`src/rtl/fighter_anim_seq_pkg.sv`:
```
// Shared animation codes, sequencer states and strike types for the fighter animation sequencer.
package fighter_anim_pkg;

  localparam logic [3:0] ANIM_IDLE       = 4'd0;
  localparam logic [3:0] ANIM_WALK       = 4'd1;
  localparam logic [3:0] ANIM_HIT        = 4'd2;
  localparam logic [3:0] ANIM_JUMP       = 4'd3;
  localparam logic [3:0] ANIM_PUNCH_LOW  = 4'd4;
  localparam logic [3:0] ANIM_PUNCH_MID  = 4'd5;
  localparam logic [3:0] ANIM_KICK_HIGH  = 4'd6;
  localparam logic [3:0] ANIM_CROUCH     = 4'd7;
  localparam logic [3:0] ANIM_BLOCK_LOW  = 4'd8;
  localparam logic [3:0] ANIM_BLOCK_HIGH = 4'd9;

  localparam logic [1:0] STRIKE_NONE = 2'd0;
  localparam logic [1:0] STRIKE_LOW  = 2'd1;
  localparam logic [1:0] STRIKE_MID  = 2'd2;
  localparam logic [1:0] STRIKE_HIGH = 2'd3;

  typedef enum logic [1:0] {
    ST_LOOP    = 2'd0,
    ST_ONESHOT = 2'd1,
    ST_HOLD    = 2'd2
  } anim_state_e;

  function automatic anim_state_e anim_class(input logic [3:0] code);
    anim_state_e cls;
    case (code)
      ANIM_IDLE, ANIM_WALK:                         cls = ST_LOOP;
      ANIM_CROUCH, ANIM_BLOCK_LOW, ANIM_BLOCK_HIGH: cls = ST_HOLD;
      default:                                      cls = ST_ONESHOT;
    endcase
    return cls;
  endfunction

  function automatic logic [1:0] strike_of(input logic [3:0] code);
    logic [1:0] st;
    case (code)
      ANIM_PUNCH_LOW: st = STRIKE_LOW;
      ANIM_PUNCH_MID: st = STRIKE_MID;
      ANIM_KICK_HIGH: st = STRIKE_HIGH;
      default:        st = STRIKE_NONE;
    endcase
    return st;
  endfunction

endpackage

```
`src/rtl/fighter_anim_seq_if.sv`:
```
// Request/selection bundle between player control and the animation sequencer.
interface fighter_anim_seq_if;
  logic       frame_tick;
  logic       req_walk;
  logic       req_jump;
  logic       req_crouch;
  logic       req_block;
  logic       req_punch_low;
  logic       req_punch_mid;
  logic       req_kick_high;
  logic       hit;
  logic [3:0] selanim;
  logic [1:0] selframe;
  logic       busy;
  logic       strike;
  logic [1:0] strike_type;

  modport master (
    output frame_tick, req_walk, req_jump, req_crouch, req_block,
           req_punch_low, req_punch_mid, req_kick_high, hit,
    input  selanim, selframe, busy, strike, strike_type
  );

  modport slave (
    input  frame_tick, req_walk, req_jump, req_crouch, req_block,
           req_punch_low, req_punch_mid, req_kick_high, hit,
    output selanim, selframe, busy, strike, strike_type
  );
endinterface

```
`src/rtl/fighter_anim_seq_tick_div.sv`:
```
// Frame-tick divider: counts frame_tick pulses and flags the one that ends an animation frame.
module anim_tick_div #(
  parameter int TICKS_PER_FRAME = 6
) (
  input  logic clock,
  input  logic reset,
  input  logic frame_tick_i,
  input  logic clear_i,
  output logic advance_o
);

  localparam logic [3:0] TC = 4'(TICKS_PER_FRAME - 1);

  logic [3:0] cnt_q, cnt_d;

  assign advance_o = frame_tick_i && (cnt_q == TC);

  // Clear wins over a coincident tick so a restarted animation begins a full frame.
  always_comb begin
    cnt_d = cnt_q;
    if (clear_i || advance_o) begin
      cnt_d = '0;
    end else if (frame_tick_i) begin
      cnt_d = cnt_q + 4'd1;
    end
  end

  always_ff @(posedge clock) begin
    if (reset) begin
      cnt_q <= '0;
    end else begin
      cnt_q <= cnt_d;
    end
  end

endmodule

```
`src/rtl/fighter_anim_seq.sv`:
```
// Fighter animation sequencer: maps player requests to sprite anim/frame selection.
// Build option ANIM_HIT_INTERRUPT_EN: when defined, hit restarts any one-shot immediately.
//
// state      | meaning
// ST_LOOP    | idle/walk, frames 0..3 repeating
// ST_ONESHOT | hit/jump/attacks, frames 0..3 once, then reselect
// ST_HOLD    | crouch/block, frame 0 while request held
module fighter_anim_seq
  import fighter_anim_pkg::*;
#(
  parameter int TICKS_PER_FRAME = 6
) (
  input logic               clock,
  input logic               reset,
  fighter_anim_seq_if.slave anim_if
);

  anim_state_e state_q, state_d;
  logic [3:0]  selanim_q, selanim_d;
  logic [1:0]  selframe_q, selframe_d;
  logic        busy_q, busy_d;
  logic        strike_q, strike_d;
  logic [1:0]  strike_type_q, strike_type_d;
`ifndef ANIM_HIT_INTERRUPT_EN
  logic        hit_pend_q, hit_pend_d;
`endif

  logic       advance;
  logic       tick_clear;
  logic       start;
  logic [3:0] start_code;
  logic [3:0] sel;

  anim_tick_div #(.TICKS_PER_FRAME(TICKS_PER_FRAME)) u_tick_div (
    .clock        (clock),
    .reset        (reset),
    .frame_tick_i (anim_if.frame_tick),
    .clear_i      (tick_clear),
    .advance_o    (advance)
  );

  always_comb begin
    sel = ANIM_IDLE;
    if (anim_if.hit) begin
      sel = ANIM_HIT;
    end else if (anim_if.req_kick_high) begin
      sel = ANIM_KICK_HIGH;
    end else if (anim_if.req_punch_mid) begin
      sel = ANIM_PUNCH_MID;
    end else if (anim_if.req_punch_low && anim_if.req_crouch) begin
      sel = ANIM_PUNCH_LOW;
    end else if (anim_if.req_jump) begin
      sel = ANIM_JUMP;
    end else if (anim_if.req_block) begin
      sel = anim_if.req_crouch ? ANIM_BLOCK_LOW : ANIM_BLOCK_HIGH;
    end else if (anim_if.req_crouch) begin
      sel = ANIM_CROUCH;
    end else if (anim_if.req_walk) begin
      sel = ANIM_WALK;
    end
  end

  always_comb begin
    state_d       = state_q;
    selanim_d     = selanim_q;
    selframe_d    = selframe_q;
    busy_d        = busy_q;
    strike_d      = 1'b0;
    strike_type_d = STRIKE_NONE;
    tick_clear    = 1'b0;
    start         = 1'b0;
    start_code    = sel;
`ifndef ANIM_HIT_INTERRUPT_EN
    hit_pend_d    = hit_pend_q;
`endif

    case (state_q)
      ST_ONESHOT: begin
`ifdef ANIM_HIT_INTERRUPT_EN
        if (anim_if.hit) begin
          start      = 1'b1;
          start_code = ANIM_HIT;
        end else
`else
        if (anim_if.hit && (selanim_q != ANIM_HIT)) begin
          hit_pend_d = 1'b1;
        end
`endif
        if (advance) begin
          if (selframe_q == 2'd3) begin
            start = 1'b1;
`ifndef ANIM_HIT_INTERRUPT_EN
            // A hit queued during the one-shot outranks whatever is requested now.
            start_code = hit_pend_q ? ANIM_HIT : sel;
            hit_pend_d = 1'b0;
`endif
          end else begin
            selframe_d = selframe_q + 2'd1;
            if (selframe_q == 2'd1) begin
              strike_type_d = strike_of(selanim_q);
              strike_d      = (strike_type_d != STRIKE_NONE);
            end
          end
        end
      end
      default: begin
        if (sel != selanim_q) begin
          start = 1'b1;
        end else if ((state_q == ST_LOOP) && advance) begin
          selframe_d = selframe_q + 2'd1;
        end
      end
    endcase

    if (start) begin
      selanim_d     = start_code;
      selframe_d    = 2'd0;
      tick_clear    = 1'b1;
      state_d       = anim_class(start_code);
      busy_d        = (anim_class(start_code) == ST_ONESHOT);
      strike_d      = 1'b0;
      strike_type_d = STRIKE_NONE;
    end
  end

  always_ff @(posedge clock) begin
    if (reset) begin
      state_q       <= ST_LOOP;
      selanim_q     <= ANIM_IDLE;
      selframe_q    <= 2'd0;
      busy_q        <= 1'b0;
      strike_q      <= 1'b0;
      strike_type_q <= STRIKE_NONE;
`ifndef ANIM_HIT_INTERRUPT_EN
      hit_pend_q    <= 1'b0;
`endif
    end else begin
      state_q       <= state_d;
      selanim_q     <= selanim_d;
      selframe_q    <= selframe_d;
      busy_q        <= busy_d;
      strike_q      <= strike_d;
      strike_type_q <= strike_type_d;
`ifndef ANIM_HIT_INTERRUPT_EN
      hit_pend_q    <= hit_pend_d;
`endif
    end
  end

  assign anim_if.selanim     = selanim_q;
  assign anim_if.selframe    = selframe_q;
  assign anim_if.busy        = busy_q;
  assign anim_if.strike      = strike_q;
  assign anim_if.strike_type = strike_type_q;

endmodule
```
`src/flat_wrapper.sv`:
```
// flat-port wrapper written by rule: the top's interface ports become plain ports
module fighter_anim_seq_flat import fighter_anim_pkg::*;
#(
  parameter int TICKS_PER_FRAME = 6
)
  (clock, reset, anim_if_frame_tick, anim_if_req_walk, anim_if_req_jump, anim_if_req_crouch, anim_if_req_block, anim_if_req_punch_low, anim_if_req_punch_mid, anim_if_req_kick_high, anim_if_hit, anim_if_selanim, anim_if_selframe, anim_if_busy, anim_if_strike, anim_if_strike_type);
  fighter_anim_seq_if anim_if_i ();
  input logic clock;
  input logic reset;
  input wire logic [$bits(anim_if_i.frame_tick)-1:0] anim_if_frame_tick;
  input wire logic [$bits(anim_if_i.req_walk)-1:0] anim_if_req_walk;
  input wire logic [$bits(anim_if_i.req_jump)-1:0] anim_if_req_jump;
  input wire logic [$bits(anim_if_i.req_crouch)-1:0] anim_if_req_crouch;
  input wire logic [$bits(anim_if_i.req_block)-1:0] anim_if_req_block;
  input wire logic [$bits(anim_if_i.req_punch_low)-1:0] anim_if_req_punch_low;
  input wire logic [$bits(anim_if_i.req_punch_mid)-1:0] anim_if_req_punch_mid;
  input wire logic [$bits(anim_if_i.req_kick_high)-1:0] anim_if_req_kick_high;
  input wire logic [$bits(anim_if_i.hit)-1:0] anim_if_hit;
  output wire logic [$bits(anim_if_i.selanim)-1:0] anim_if_selanim;
  output wire logic [$bits(anim_if_i.selframe)-1:0] anim_if_selframe;
  output wire logic [$bits(anim_if_i.busy)-1:0] anim_if_busy;
  output wire logic [$bits(anim_if_i.strike)-1:0] anim_if_strike;
  output wire logic [$bits(anim_if_i.strike_type)-1:0] anim_if_strike_type;
  assign anim_if_i.frame_tick = anim_if_frame_tick;
  assign anim_if_i.req_walk = anim_if_req_walk;
  assign anim_if_i.req_jump = anim_if_req_jump;
  assign anim_if_i.req_crouch = anim_if_req_crouch;
  assign anim_if_i.req_block = anim_if_req_block;
  assign anim_if_i.req_punch_low = anim_if_req_punch_low;
  assign anim_if_i.req_punch_mid = anim_if_req_punch_mid;
  assign anim_if_i.req_kick_high = anim_if_req_kick_high;
  assign anim_if_i.hit = anim_if_hit;
  assign anim_if_selanim = anim_if_i.selanim;
  assign anim_if_selframe = anim_if_i.selframe;
  assign anim_if_busy = anim_if_i.busy;
  assign anim_if_strike = anim_if_i.strike;
  assign anim_if_strike_type = anim_if_i.strike_type;
  fighter_anim_seq #(.TICKS_PER_FRAME(TICKS_PER_FRAME)) u_core (.clock(clock), .reset(reset), .anim_if(anim_if_i));
endmodule
```
`config.mk`:
```
export PLATFORM = sky130hd
export DESIGN_NAME = fighter_anim_seq_flat
export DESIGN_NICKNAME = d
export VERILOG_FILES = /design/src/rtl/fighter_anim_seq_pkg.sv /design/src/rtl/fighter_anim_seq_if.sv /design/src/rtl/fighter_anim_seq_tick_div.sv /design/src/rtl/fighter_anim_seq.sv /design/src/flat_wrapper.sv
export SDC_FILE = /design/constraint.sdc
export NUM_CORES = 1
export LEC_CHECK = 0
export BUFFER_PORTS_ARGS = -buffer_cell sky130_fd_sc_hd__buf_2
export CELL_PAD_IN_SITES_DETAIL_PLACEMENT = 0
export CELL_PAD_IN_SITES_GLOBAL_PLACEMENT = 1
export CORE_MARGIN = 4
export CORE_UTILIZATION = 41
export CTS_CLUSTER_SIZE = 40
export DETAILED_ROUTE_END_ITERATION = 8
export PLACE_DENSITY_LB_ADDON = 0.1
export SKIP_CTS_REPAIR_TIMING = 1
export SYNTH_ARGS = -nofsm -noshare
export SYNTH_HDL_FRONTEND = slang
export SYNTH_HIERARCHICAL = 1
export SYNTH_SLANG_ARGS = --single-unit
export TNS_END_PERCENT = 10
```
`constraint.sdc`:
```
create_clock -name clock -period 5 [get_ports clock]
set_input_delay 0.25 -clock clock [delete_from_list [all_inputs] [get_ports clock]]
set_output_delay 0.25 -clock clock [all_outputs]
set_load 0.01 [all_outputs]
```
==> impl_metrics.toml <==
[logic_synthesis]
ys_seq_elements = 16
synth_cell_type_count = 47
yosysMostFrequentCell = "dfxtp_1"
ys_top_cells_by_area = "dfxtp_1 (30%), nor2_1 (5.2%), ha_1 (4.6%), o211ai_1 (3.5%), a21oi_1 (3.2%)"
syn_inst = 119
synthArstFlopShare_pct = 0
seq_area_frac_synth_pct = 29.7
netlist_area_um2 = 1080
yosysTopAreaCellShare_pct = 29.7
yosys_most_used_dff = "dfxtp_1"
avgSynthCellArea_um2 = 9.07
synth_common_cells = "dfxtp_1 (16), nor2_1 (15), a21oi_1 (7), nand2_1 (7), o211ai_1 (5)"
syn-num-nets = 134
synth_top_area_cell = "dfxtp_1"
yosysWarnings = 6
synth_edf_count = 0

[timing]
max_freq_ghz = 0.442
hold_viol_final = 0
rsz0062_at_grt = "false"
tightest_slew_ps = 728
slew_viol_final = 0
setup_viol = 0
fin_tns_setup_ps = 0
slew_headroom_pct = 51.4
fin_crit_sh_pct = 45.3
finalCriticalPeriod_ps = 2260
final.setup_skew_ps = 5.51

[critical_path]
cp_slowest_stage_delay_ps = 440
cp.depth = 7
worst-r2r-setup-slack_ps = 2740
worstSetupPathType = "reg2reg"
r2r_cells = 7
cpMaxStageDelayCell = "dfxtp_1"
r2r_start = "u_core/anim_if.selanim[0]$_SDFFE_PP0P_"
worstPathMaxFanout = 10
crit_required_ps = 5210
cp-end-kind = "flop"
r2r-end = "u_core/u_tick_div/cnt_q[1]$_SDFFE_PP0P_"
crit_path_cell_trace = "nor2b_1 -> a221oi_2 -> o211ai_2 -> a211oi_4 -> o21ai_1 -> or3_4 -> a211oi_2"
arrival_ps = 2480
start_kind = "flop"
critPathBufInv = 0
path_delay_family = "compound AO/OA/AOI/OAI gates"

[finish]
fin_cells = 171
num_antenna_cells = 0
fin_util_pct = 49.4
fillers = 237
syn_to_final_growth_pct = 14.4
drive_above_1_share_pct = 31.2
fin_nets = 157

[route]
drtPass1Iterations = 4
drt_first_iter_violations = 34
wl_per_cell_um = 13.7
drc = 0
via_count = 953
ant_nets = 0
finalWirelength_um = 2350
vias_per_cell = 5.57

[clocking]
h-tree-depth = 1
cts_tree = "done"
max-clock-path-buffers = 2
numCtsBuffers = 3
clkLatencyLatePin_ps = 290
cts_root_buf = "clkbuf_4"
cts.sinks = 16
clkTransAtPathRegs_ps = 100

[outcome]
outcome = "finished clean"

[hold_path]
worstHoldPathType = "in2reg"
holdCritStartpoint = "reset"
holdPathStages = 2
whs_endpoint = "u_core/state_q[1]$_SDFFE_PP0P_"

[global_routing]
grtUsageTotal_pct = 14.9
antenna_found_initial = 0
grt_pass1_vias = 914
overflow = 0
grt_pass1_wl_um = 4110
grt_max_degree = 12

[placement]
io_buffers = 20
place.gp.congestion = 0.829
dp_hpwl_um = 1890
dp.cells = 167

[floorplanning]
ioPinCount = 21
initial_core_util_pct = 43.2
core_um2 = 2500
dieArea_um2 = 3520
num_rows = 18
die_x_um = 59.3
die_h_um = 59.3

[job]
max_cap_viol_count = 0

[power]
max-vdd-ir-drop_uv = 214
p_leak_nw = 0.477
power_mw = 0.401
power_density_nw_per_um2 = 325
==> cell type report <==
type,instances,area [µm²],share of cell area [%]
Clock buffer,4,36.3,2.94
Inverter,4,15.0,1.22
Multi-Input combinational cell,97,726,58.8
Sequential cell,16,320,25.9
Tap cell,30,37.5,3.04
Timing Repair Buffer,20,100,8.11
==> worst register-to-register path, stage by stage, from the launching register on <==
cell	delay, ps
dfxtp_1	440
nor2b_1	210
a221oi_2	260
o211ai_2	170
a211oi_4	340
o21ai_1	130
or3_4	450
a211oi_2	190
==> cell usage in the layout, fill, tap and decap left out, drive strengths merged, types with 2 or more instances in the layout <==
| cell | Yosys | routed |
|---|---|---|
| o21ai | 6 | 6 |
| o211ai | 7 | 7 |
| nor2b | 4 | 4 |
| o21a | 3 | 3 |
| ha | 4 | 4 |
| clkbuf | 0 | 4 |
| and4b | 3 | 3 |
| nor2 | 15 | 15 |
| a21o | 2 | 2 |
| nand3 | 4 | 4 |
| nand2 | 7 | 7 |
| inv | 4 | 4 |
| xnor2 | 4 | 4 |
| nor4 | 2 | 2 |
| o2bb2ai | 2 | 2 |
| or3 | 3 | 3 |
| a21oi | 8 | 8 |
| a211oi | 4 | 4 |
| or2b | 2 | 2 |
| xor2 | 2 | 2 |
| nand4 | 2 | 2 |
| buf | 2 | 20 |
| dfxtp | 16 | 16 |
==> flip-flops by register name, summed over array words and instances, names as in the netlist <==
name,count
u_core/anim_if.strike,1
u_core/state_q,2
u_core/anim_if.strike_type,2
u_core/u_tick_div/cnt_q,4
u_core/anim_if.selanim,4
u_core/hit_pend_q,1
u_core/anim_if.selframe,2
==> cell families after synthesis <==
kind of cell / after synthesis / synth area share (%)
adder cells (fa/ha/maj): 4 / 4.64
flip-flops: 16 / 29.7
XOR/XNOR: 6 / 4.87
buffers and inverters: 6 / 3.13
AND/OR/NAND/NOR: 47 / 25.5
AO/OA/AOI/OAI: 40 / 32.2
==> how the worst max path moves through the flow <==
stage | endpoint | startpoint
6_report | u_core/u_tick_div/cnt_q[1]$_SDFFE_PP0P_ | u_core/anim_if.selanim[0]$_SDFFE_PP0P_
5_1_grt | u_core/u_tick_div/cnt_q[1]$_SDFFE_PP0P_ | u_core/anim_if.selanim[0]$_SDFFE_PP0P_
4_1_cts | u_core/u_tick_div/cnt_q[1]$_SDFFE_PP0P_ | u_core/anim_if.selanim[0]$_SDFFE_PP0P_
3_5_place_dp | u_core/u_tick_div/cnt_q[1]$_SDFFE_PP0P_ | anim_if_req_crouch
3_3_place_gp | u_core/u_tick_div/cnt_q[1]$_SDFFE_PP0P_ | anim_if_hit
2_1_floorplan | u_core/u_tick_div/cnt_q[1]$_SDFFE_PP0P_ | u_core/anim_if.selanim[0]$_SDFFE_PP0P_
==> layer usage <==
metal	GRT usage (%)	vias up	share of wire (%)
met5	0	-	0
met4	4.53	0	0.43
met3	3.05	2	6.4
met2	22.5	26	43
met1	21.3	437	50
li1	-	488	-
==> through the flow <==
| step | cell area [µm²] | hold slack (ps) | setup WS [ps] |
|---|---|---|---|
| 2_1_floorplan | 1080 | 319 | 2930 |
| 3_3_place_gp | 1200 | 487 | 2750 |
| 3_5_place_dp | 1200 | 492 | 2710 |
| 4_1_cts | 1230 | 216 | 2740 |
| 5_1_grt | 1230 | 225 | 2510 |
| 6_report | 1230 | 228 | 2740 |
==> power by group <==
part	total, mW	internal [mW]	switching, mW
Combinational	0.151	0.0648	0.0867
Clock	0.0874	0.0443	0.0431
Sequential	0.162	0.143	0.0188
Power figures use the tool's default switching activity.
